**src/rtl/ram_stream_reader.sv**
```systemverilog
// ram_stream_reader: issues read bursts to a synchronous RAM and streams the words out through a credit-guarded FIFO
module ram_stream_reader #(
   parameter int ADDR_WIDTH = 5,
   parameter int DATA_WIDTH = 8,
   parameter int RD_LATENCY = 1,
   parameter int FIFO_DEPTH = 4
) (
   input  logic                  clock,
   input  logic                  resetn,
   input  logic                  start,
   input  logic [ADDR_WIDTH-1:0] base_addr,
   input  logic [ADDR_WIDTH:0]   count,
   output logic                  busy,
   output logic                  done,
   output logic [ADDR_WIDTH-1:0] ram_address,
   output logic                  ram_wren,
   input  logic [DATA_WIDTH-1:0] ram_q,
   output logic [DATA_WIDTH-1:0] out_data,
   output logic                  out_valid,
   input  logic                  out_ready
);
   localparam int CW = $clog2(FIFO_DEPTH + 1);
   localparam int SW = CW + 1;
   localparam int PW = (FIFO_DEPTH > 1) ? $clog2(FIFO_DEPTH) : 1;
   typedef enum logic [1:0] {IDLE, ISSUE, DRAIN} state_t;
   state_t                state_q, state_d;
   logic                  busy_q, busy_d, done_q, done_d;
   logic [ADDR_WIDTH-1:0] addr_q, addr_d, last_addr_q, last_addr_d;
   logic [ADDR_WIDTH:0]   issue_left_q, issue_left_d, recv_left_q, recv_left_d;
   logic [RD_LATENCY-1:0] vld_q, vld_d;
   logic [DATA_WIDTH-1:0] mem_q [FIFO_DEPTH];
   logic [DATA_WIDTH-1:0] mem_d [FIFO_DEPTH];
   logic [PW-1:0]         rd_ptr_q, rd_ptr_d, wr_ptr_q, wr_ptr_d;
   logic [CW-1:0]         fifo_count_q, fifo_count_d, in_flight;
   logic                  issue, push, pop;
   assign busy        = busy_q;
   assign done        = done_q;
   assign ram_address = issue ? addr_q : last_addr_q;
   assign ram_wren    = 1'b0;
   assign out_data    = mem_q[rd_ptr_q];
   assign out_valid   = fifo_count_q != '0;
   // a read issues only while FIFO slots not yet claimed by stored or in-flight words remain
   always_comb begin
      in_flight = '0;
      for (int i = 0; i < RD_LATENCY; i++) in_flight = in_flight + CW'(vld_q[i]);
      issue = state_q == ISSUE && issue_left_q != '0 && SW'(fifo_count_q) + SW'(in_flight) < SW'(FIFO_DEPTH);
      push = vld_q[RD_LATENCY-1];
      pop = out_valid && out_ready;
      vld_d = RD_LATENCY'({vld_q, issue});
      addr_d = issue ? addr_q + 1'b1 : addr_q;
      last_addr_d = issue ? addr_q : last_addr_q;
      issue_left_d = issue ? issue_left_q - 1'b1 : issue_left_q;
      recv_left_d = push ? recv_left_q - 1'b1 : recv_left_q;
      state_d = state_q;
      busy_d = busy_q;
      done_d = 1'b0;
      if (state_q == IDLE && start) begin
         done_d = count == '0;
         if (count != '0) begin
            state_d = ISSUE;
            busy_d = 1'b1;
            addr_d = base_addr;
            issue_left_d = count;
            recv_left_d = count;
         end
      end
      if (state_q == ISSUE && issue_left_d == '0) state_d = DRAIN;
      if (state_q == DRAIN && recv_left_q == '0 && fifo_count_q == '0) begin
         state_d = IDLE;
         busy_d = 1'b0;
         done_d = 1'b1;
      end
      mem_d = mem_q;
      if (push) mem_d[wr_ptr_q] = ram_q;
      wr_ptr_d = push ? (wr_ptr_q == PW'(FIFO_DEPTH - 1) ? '0 : wr_ptr_q + 1'b1) : wr_ptr_q;
      rd_ptr_d = pop ? (rd_ptr_q == PW'(FIFO_DEPTH - 1) ? '0 : rd_ptr_q + 1'b1) : rd_ptr_q;
      fifo_count_d = fifo_count_q + CW'(push) - CW'(pop);
   end
   // all state registers; reset also drops every in-flight read marker
   always_ff @(posedge clock or negedge resetn) begin
      if (!resetn) begin
         state_q      <= IDLE;
         busy_q       <= 1'b0;
         done_q       <= 1'b0;
         addr_q       <= '0;
         last_addr_q  <= '0;
         issue_left_q <= '0;
         recv_left_q  <= '0;
         vld_q        <= '0;
         for (int i = 0; i < FIFO_DEPTH; i++) mem_q[i] <= '0;
         rd_ptr_q     <= '0;
         wr_ptr_q     <= '0;
         fifo_count_q <= '0;
      end else begin
         state_q      <= state_d;
         busy_q       <= busy_d;
         done_q       <= done_d;
         addr_q       <= addr_d;
         last_addr_q  <= last_addr_d;
         issue_left_q <= issue_left_d;
         recv_left_q  <= recv_left_d;
         vld_q        <= vld_d;
         mem_q        <= mem_d;
         rd_ptr_q     <= rd_ptr_d;
         wr_ptr_q     <= wr_ptr_d;
         fifo_count_q <= fifo_count_d;
      end
   end
   a_no_overflow: assert property (@(posedge clock) disable iff (!resetn)
      !(push && !pop && fifo_count_q == CW'(FIFO_DEPTH)));
endmodule

```
**config.mk**
```make
export PLATFORM = sky130hd
export DESIGN_NAME = ram_stream_reader
export DESIGN_NICKNAME = d
export VERILOG_FILES = /design/src/rtl/ram_stream_reader.sv
export SDC_FILE = /design/constraint.sdc
export NUM_CORES = 1
export LEC_CHECK = 0
export CORE_MARGIN = 10
export CORE_UTILIZATION = 40
export CTS_CLUSTER_DIAMETER = 80
export DETAILED_ROUTE_END_ITERATION = 8
export HOLD_SLACK_MARGIN = 0.03
export PLACE_DENSITY = 0.72
export SLEW_MARGIN = 5
export SYNTH_ARGS = -nofsm -noshare
export SYNTH_HDL_FRONTEND = slang
export SYNTH_SLANG_ARGS = --single-unit
export TNS_END_PERCENT = 50
```
**constraint.sdc**
```tcl
create_clock -name clock -period 2.1 [get_ports clock]
set_input_delay 0.21 -clock clock [delete_from_list [all_inputs] [get_ports clock]]
set_output_delay 0.21 -clock clock [all_outputs]
set_load 0.01 [all_outputs]
```
==> results of run 1 <==
## through the flow
| stage | cell area, um^2 | utilization, % | setup WS, ns | hold WS, ns |
|---|---|---|---|---|
| 6_report | 4310 | 55.5 | -0.0128 | 0.386 |
| 4_1_cts | 4220 | 54.3 | -0.0571 | 0.393 |
| 2_1_floorplan | 3220 | - | 0.0269 | -0.0856 |
| 3_5_place_dp | 3920 | 50.4 | -0.0683 | 0.243 |
| 3_3_place_gp | 3920 | 50.4 | -0.0258 | 0.236 |
| 5_1_grt | 4310 | 55.5 | -0.118 | 0.396 |
## registers in the layout, indices dropped and copies added, names as in the netlist
| name | count |
|---|---|
| issue_left_q | 6 |
| fifo_count_q | 3 |
| push | 1 |
| last_addr_q | 5 |
| rd_ptr_q | 2 |
| done | 1 |
| mem_q | 32 |
| addr_q | 5 |
| wr_ptr_q | 2 |
| recv_left_q | 6 |
| busy | 1 |
| state_q | 2 |
## worst max-delay path, cell delays in order, from the launching register on
cell and delay (ns):
dfrtp_1 0.40, buf_6 0.12, or3_4 0.36, nand2_2 0.09, inv_2 0.04, ha_4 0.20
inv_2 0.05, ha_4 0.11, inv_2 0.03, fa_2 0.56, inv_2 0.03
## synthesized netlist by cell type (all sizes together), types with 4 or more instances
cell type / instances / share of area (%)
a21oi: 4 / 0.62
buf: 4 / 0.74
dfrtp: 66 / 51
ha: 12 / 4.7
inv: 12 / 1.4
mux2: 34 / 12
mux2i: 4 / 1.2
mux4: 8 / 5.6
nand2: 40 / 4.7
nor2: 6 / 0.70
nor3: 4 / 0.62
o21ai: 18 / 2.8
xnor2: 5 / 1.4
xor2: 6 / 1.6
## power by group through the flow
stage               clock network, mW  logic, mW  registers (mW)
CTS                              1.45       3.48            2.32
finish                           1.42       3.70            2.32
global route                     1.51       4.10            2.41
floorplan                           0       2.10            2.26
global placement                    0       3.37            2.31
detailed placement                  0       3.47            2.34
## routing by layer
metal  vias up  routed length (um)  part of all wire (%)  track usage (%)
met1      1114                2790                    42             13.9
met5         -                   0                     0                0
met2        45                3420                    51             20.4
li1       1074                   -                     -                -
met4         0                  55                  0.82             2.79
met3         8                 437                   6.5             4.74
## layout make-up
type / instances / area [um^2]
repair buffers: 73 / 673
well taps: 102 / 128
inverters: 12 / 45.0
multi-input cells: 174 / 1550
fillers: 668 / 3460
flip-flops and latches: 66 / 1650
clock buffers: 11 / 141
clock inverters: 5 / 125
## repair_timing
action | 4_1_cts | 5_1_grt
pin swaps | 2 | 12
resized for setup | 35 | 24
setup buffers | 4 | 2
setup endpoints to repair | 16 | 10
hold endpoints to repair | 24 | 0
hold buffers | 1 | 0
## logic make-up after synthesis
group	share of synthesized area [%]
AO/OA/AOI/OAI	6.98
AND/OR/NAND/NOR	11.9
adder cells (fa/ha/maj)	5.30
buffers and inverters	2.49
multiplexers	18.8
other	0.117
flip-flops	51.5
XOR/XNOR	3.00
## worst min-delay path by stage
stage | startpoint | to | slack, ns | cells after the start
2_1_floorplan | resetn | addr_q[0] | -0.09 | 0
3_3_place_gp | resetn | mem_q[17] | 0.24 | 1
3_5_place_dp | resetn | mem_q[25] | 0.24 | 1
4_1_cts | base_addr[0] | addr_q[0] | 0.39 | 3
5_1_grt | base_addr[0] | addr_q[0] | 0.40 | 3
6_report | resetn | mem_q[17] | 0.39 | 2
==> impl_metrics.env, run 1 <==
export IMPL_period_minus_slack_ns=2.11
export IMPL_synth_edf_count=0
export IMPL_die_width_um=110
export IMPL_seqPwrFrac_pct=31.2
export IMPL_place_inst=421
export IMPL_areaGrowthSynthToFinish_pct=34.3
export IMPL_maxSlewHeadroom_pct=61.6
export IMPL_irDropWorstVdd_v=0.00104
export IMPL_overflow=0
export IMPL_grt_pass1_vias=2390
export IMPL_netSwitchingFraction_pct=33.5
export IMPL_fin_cells=443
export IMPL_p_leak_nw=1.91
export IMPL_synth_warnings=0
export IMPL_worstReg2RegEnd="fifo_count_q[1]"
export IMPL_core_um2=7770
export IMPL_outcome="complete, but fails checks"
export IMPL_reg2regPathDepth=10
export IMPL_timing_fmax_mhz=473
export IMPL_grt_pass1_wl_um=11300
export IMPL_comb_power_share_pct=49.7
export IMPL_ant_nets=0
export IMPL_crit_end="fifo_count_q[1]"
export IMPL_cp_data_arrival_time_ns=2.36
export IMPL_fin_nets=372
export IMPL_setup_viol_count_final=2
export IMPL_ys_types=43
export IMPL_startpoint="fifo_count_q[2]"
export IMPL_setup_tns_final_ns=-0.0203
export IMPL_synth_async_reset_ratio_pct=100
export IMPL_start_util_pct=41.3
export IMPL_die_y_um=110
export IMPL_synth_top_flop_cell="dfrtp_1"
export IMPL_fin_worst_skew_ns=0.00581
export IMPL_drc=0
export IMPL_required_ns=2.35
export IMPL_r2r_slack_ns=-0.01
export IMPL_synth_seq_area_share_pct=51.5
export IMPL_grt_max_degree=43
export IMPL_clkTransAtPathRegs_ns=0.07
export IMPL_p_sw_mw=2.49
export IMPL_root_buffer="clkbuf_8"
export IMPL_clkPwrFrac_pct=19.1
export IMPL_clock_path_buffers=2
export IMPL_synth_nets=295
export IMPL_wirelength_um=6700
export IMPL_gp_congestion=0.830
export IMPL_r2r_start="fifo_count_q[2]"
export IMPL_p_int_mw=4.95
export IMPL_worst_pin_slew_ns=0.576
export IMPL_grtUsageTotal_pct=12.0
export IMPL_mostFrequentLayoutCell="dfrtp_1"
export IMPL_cts_inserted_buffers=9
export IMPL_clk_latency_ns=0.35
export IMPL_antenna_found_initial=0
export IMPL_hold_viol=0
export IMPL_cts_tree="built"
export IMPL_antenna_cells=0
export IMPL_io_pins=40
export IMPL_place_hpwl_um=4880
export IMPL_synth_area_um2=3210
export IMPL_clkSinkCount=66
export IMPL_grt_setup_unrepaired="yes"
export IMPL_port_buffer_count=38
export IMPL_drive_gt1_share_pct=37.0
export IMPL_viasPerCell=5.06
export IMPL_path_max_fanout=2
export IMPL_violations="setup timing"
export IMPL_drv_cap=0
export IMPL_drt_initial_drc_count=43
export IMPL_syn_inst=259
export IMPL_end_kind="flop"
export IMPL_timing_worst_setup_path_type="reg2reg"
export IMPL_powerDensity_nw_per_um2=1730
export IMPL_dieArea_um2=12000
export IMPL_htree_levels=3
export IMPL_hold_path_class="in2async"
export IMPL_power_mw=7.44
export IMPL_ys_ff_latch=66
export IMPL_critPathLaunchType="flop"
export IMPL_num_vias=2241
export IMPL_slew_viol_final=0
export IMPL_post_route_period_util_pct=101
export IMPL_dr_pass1_iters=6
export IMPL_num_rows=32
export IMPL_wl_per_cell_um=15.1
export IMPL_postSynthAreaPerCell_um2=12.4
export IMPL_timing_final_ws_setup_ns=-0.0128
export IMPL_final_cell_mix="dfrtp_1, mux2_2, nand2_1"
Power figures use the tool's default switching activity.
==> run 2, diff against run 1 <==
--- a/config.mk
+++ b/config.mk
@@ -6,11 +6,11 @@
 export NUM_CORES = 1
 export LEC_CHECK = 0
 export CORE_MARGIN = 10
-export CORE_UTILIZATION = 40
+export CORE_UTILIZATION = 45
 export CTS_CLUSTER_DIAMETER = 80
 export DETAILED_ROUTE_END_ITERATION = 8
 export HOLD_SLACK_MARGIN = 0.03
-export PLACE_DENSITY = 0.72
+export PLACE_DENSITY = 0.78
 export SLEW_MARGIN = 5
 export SYNTH_ARGS = -nofsm -noshare
 export SYNTH_HDL_FRONTEND = slang
==> run 2 against run 1 <==
Effect of this change: the run now ends clean; register-to-register slack gained 0.04 ns; clock skew up 0.0023 ns; wire length fell by 0.78%; utilization rose by 4.4 points; die area decreased by 9.1%; cell count shrank 2.5%; clock-buffer cell count unchanged; highest routed layer unchanged.
==> impl_metrics.env, run 2 (synthesis gave the netlist of run 1 again) <==
export IMPL_core_um2=6870
export IMPL_clock_path_buffers=2
export IMPL_areaGrowthSynthToFinish_pct=28.2
export IMPL_cpPeakStageDelay_ns=0.51
export IMPL_clkTransAtPathRegs_ns=0.07
export IMPL_place_hpwl_um=4940
export IMPL_num_vias=2215
export IMPL_drive_gt1_share_pct=33.3
export IMPL_end_kind="flop"
export IMPL_dieArea_um2=10900
export IMPL_required_ns=2.33
export IMPL_grt_pass1_wl_um=11900
export IMPL_hold_path_class="in2async"
export IMPL_antenna_cells=0
export IMPL_clkSinkCount=66
export IMPL_largest_register_ff_count=32
export IMPL_path_common_cell="inv_1"
export IMPL_r2r_start="fifo_count_q[0]"
export IMPL_num_rows=30
export IMPL_outcome="finished clean"
export IMPL_period_minus_slack_ns=2.07
export IMPL_setup_viol_count_final=0
export IMPL_grt_max_degree=67
export IMPL_cts_inserted_buffers=9
export IMPL_dr_pass1_iters=4
export IMPL_die_width_um=104
export IMPL_htree_levels=3
export IMPL_grt_pass1_vias=2434
export IMPL_fin_nets=367
export IMPL_mostFrequentLayoutCell="dfrtp_1"
export IMPL_critPathLaunchType="flop"
export IMPL_cpMaxStageDelayCell="fa_2"
export IMPL_grtUsageTotal_pct=13.2
export IMPL_regMostFlops="mem_q"
export IMPL_fin_worst_skew_ns=0.00809
export IMPL_startpoint="fifo_count_q[0]"
export IMPL_viasPerCell=5.13
export IMPL_clk_latency_ns=0.34
export IMPL_overflow=0
export IMPL_wirelength_um=6650
export IMPL_setup_tns_final_ns=0
export IMPL_register_area_um2=1650
export IMPL_start_util_pct=46.7
export IMPL_multi_input_area_um2=1510
export IMPL_p_leak_nw=1.84
export IMPL_drt_initial_drc_count=60
export IMPL_cts_tree="built"
export IMPL_antenna_found_initial=0
export IMPL_powerDensity_nw_per_um2=1620
export IMPL_final_cell_mix="dfrtp_1, mux2_2, nand2_1"
export IMPL_grt_setup_unrepaired="yes"
export IMPL_drv_cap=0
export IMPL_largestRegisters="mem_q (32), issue_left_q (6), recv_left_q (6)"
export IMPL_port_buffer_count=38
export IMPL_wl_per_cell_um=15.4
export IMPL_io_pins=40
export IMPL_slew_viol_final=0
export IMPL_die_y_um=104
export IMPL_timing_fmax_mhz=483
export IMPL_path_max_fanout=2
export IMPL_cp_cell_sequence="or3_4 -> nand2_2 -> inv_1 -> ha_1 -> inv_1 -> ha_1 -> inv_1 -> fa_2 -> inv_1"
export IMPL_timing_worst_setup_path_type="reg2reg"
export IMPL_ant_nets=0
export IMPL_post_route_period_util_pct=98.5
export IMPL_irDropWorstVdd_v=0.000780
export IMPL_hold_viol=0
export IMPL_root_buffer="clkbuf_8"
export IMPL_power_mw=6.66
export IMPL_gp_congestion=0.753
export IMPL_n_fill_cell=551
export IMPL_cp_data_arrival_time_ns=2.30
export IMPL_drc=0
[run 2: cell types whose count changed in the layout (fill, tap and decap cells not counted), moves of 3 or more]
cell / change
inv_2: -5
bufinv_16: -4
inv_1: +4
buf_4: -3
buf_6: -3
ha_1: +3
[run 2: power breakdown]
part	leakage [nW]	total, mW	switching [mW]	internal (mW)
clock network	0.0831	0.898	0.473	0.424
logic	0.975	3.41	1.52	1.89
registers	0.779	2.35	0.423	1.93
total	1.84	6.66	2.41	4.24
[run 2: critical path, delay by kind of cell (launching register included)]
family	cells	cell delay, ns
DFF	1	0.39
buffers and inverters	4	0.19
adders and majority gates	3	0.90
and+or+nand+nor	2	0.49
[run 2: timing repair]
| item | 4_1_cts | 5_1_grt |
|---|---|---|
| pin swaps | 1 | 4 |
| resized for setup | 32 | 13 |
| hold buffers | 1 | 0 |
| setup buffers | 2 | 2 |
| hold endpoints to repair | 66 | 0 |
| endpoints found under the setup margin | 13 | 10 |
[run 2: worst paths after layout]
| path | end | slack, ns | cells past startpoint |
|---|---|---|---|
| max | fifo_count_q[1] | 0.03 | 9 |
| min | mem_q[20] | 0.41 | 3 |
| max reg2reg | fifo_count_q[1] | 0.03 | 9 |
| min reg2reg | last_addr_q[2] | 0.47 | 2 |
| max in group asynchronous | issue_left_q[1] | 1.39 | 3 |
| min in group clock | addr_q[1] | 0.42 | 3 |
[run 2: cell type report]
cell class	instances	area share [%]
Sequential cell	66	40.2
Multi-Input combinational cell	174	36.8
Timing Repair Buffer	68	15.0
Clock buffer	11	3.19
Tap cell	96	2.92
Inverter	12	1.16
Clock inverter	5	0.760
[run 2: per-stage QoR]
stage	instance area, um^2	utilization, %	instances	setup slack, ns	hold WS (ns)
detailed placement	3890	56.6	411	-0.0399	0.255
global route	4110	59.9	432	-0.0623	0.412
CTS	4060	59.0	430	0.00110	0.404
floorplan	3220	-	259	0.0269	-0.0856
finish	4110	59.9	432	0.0313	0.410
global placement	3890	56.6	411	0.00304	0.255
[run 2: per-layer routing]
metal | track usage [%] | up-vias | wire [um]
li1 | - | 1061 | -
met1 | 14.6 | 1101 | 2840
met2 | 23.2 | 47 | 3450
met3 | 4.83 | 6 | 303
met4 | 3.88 | 0 | 53
met5 | 0 | - | 0
==> run 3, diff against run 2 <==
--- a/config.mk
+++ b/config.mk
@@ -9,9 +9,8 @@
 export CORE_UTILIZATION = 45
 export CTS_CLUSTER_DIAMETER = 80
 export DETAILED_ROUTE_END_ITERATION = 8
-export HOLD_SLACK_MARGIN = 0.03
 export PLACE_DENSITY = 0.78
-export SLEW_MARGIN = 5
+export SLEW_MARGIN = 10
 export SYNTH_ARGS = -nofsm -noshare
 export SYNTH_HDL_FRONTEND = slang
 export SYNTH_SLANG_ARGS = --single-unit
==> results of run 3 <==
Final layout, timing and power as in run 2 (identical DEF).
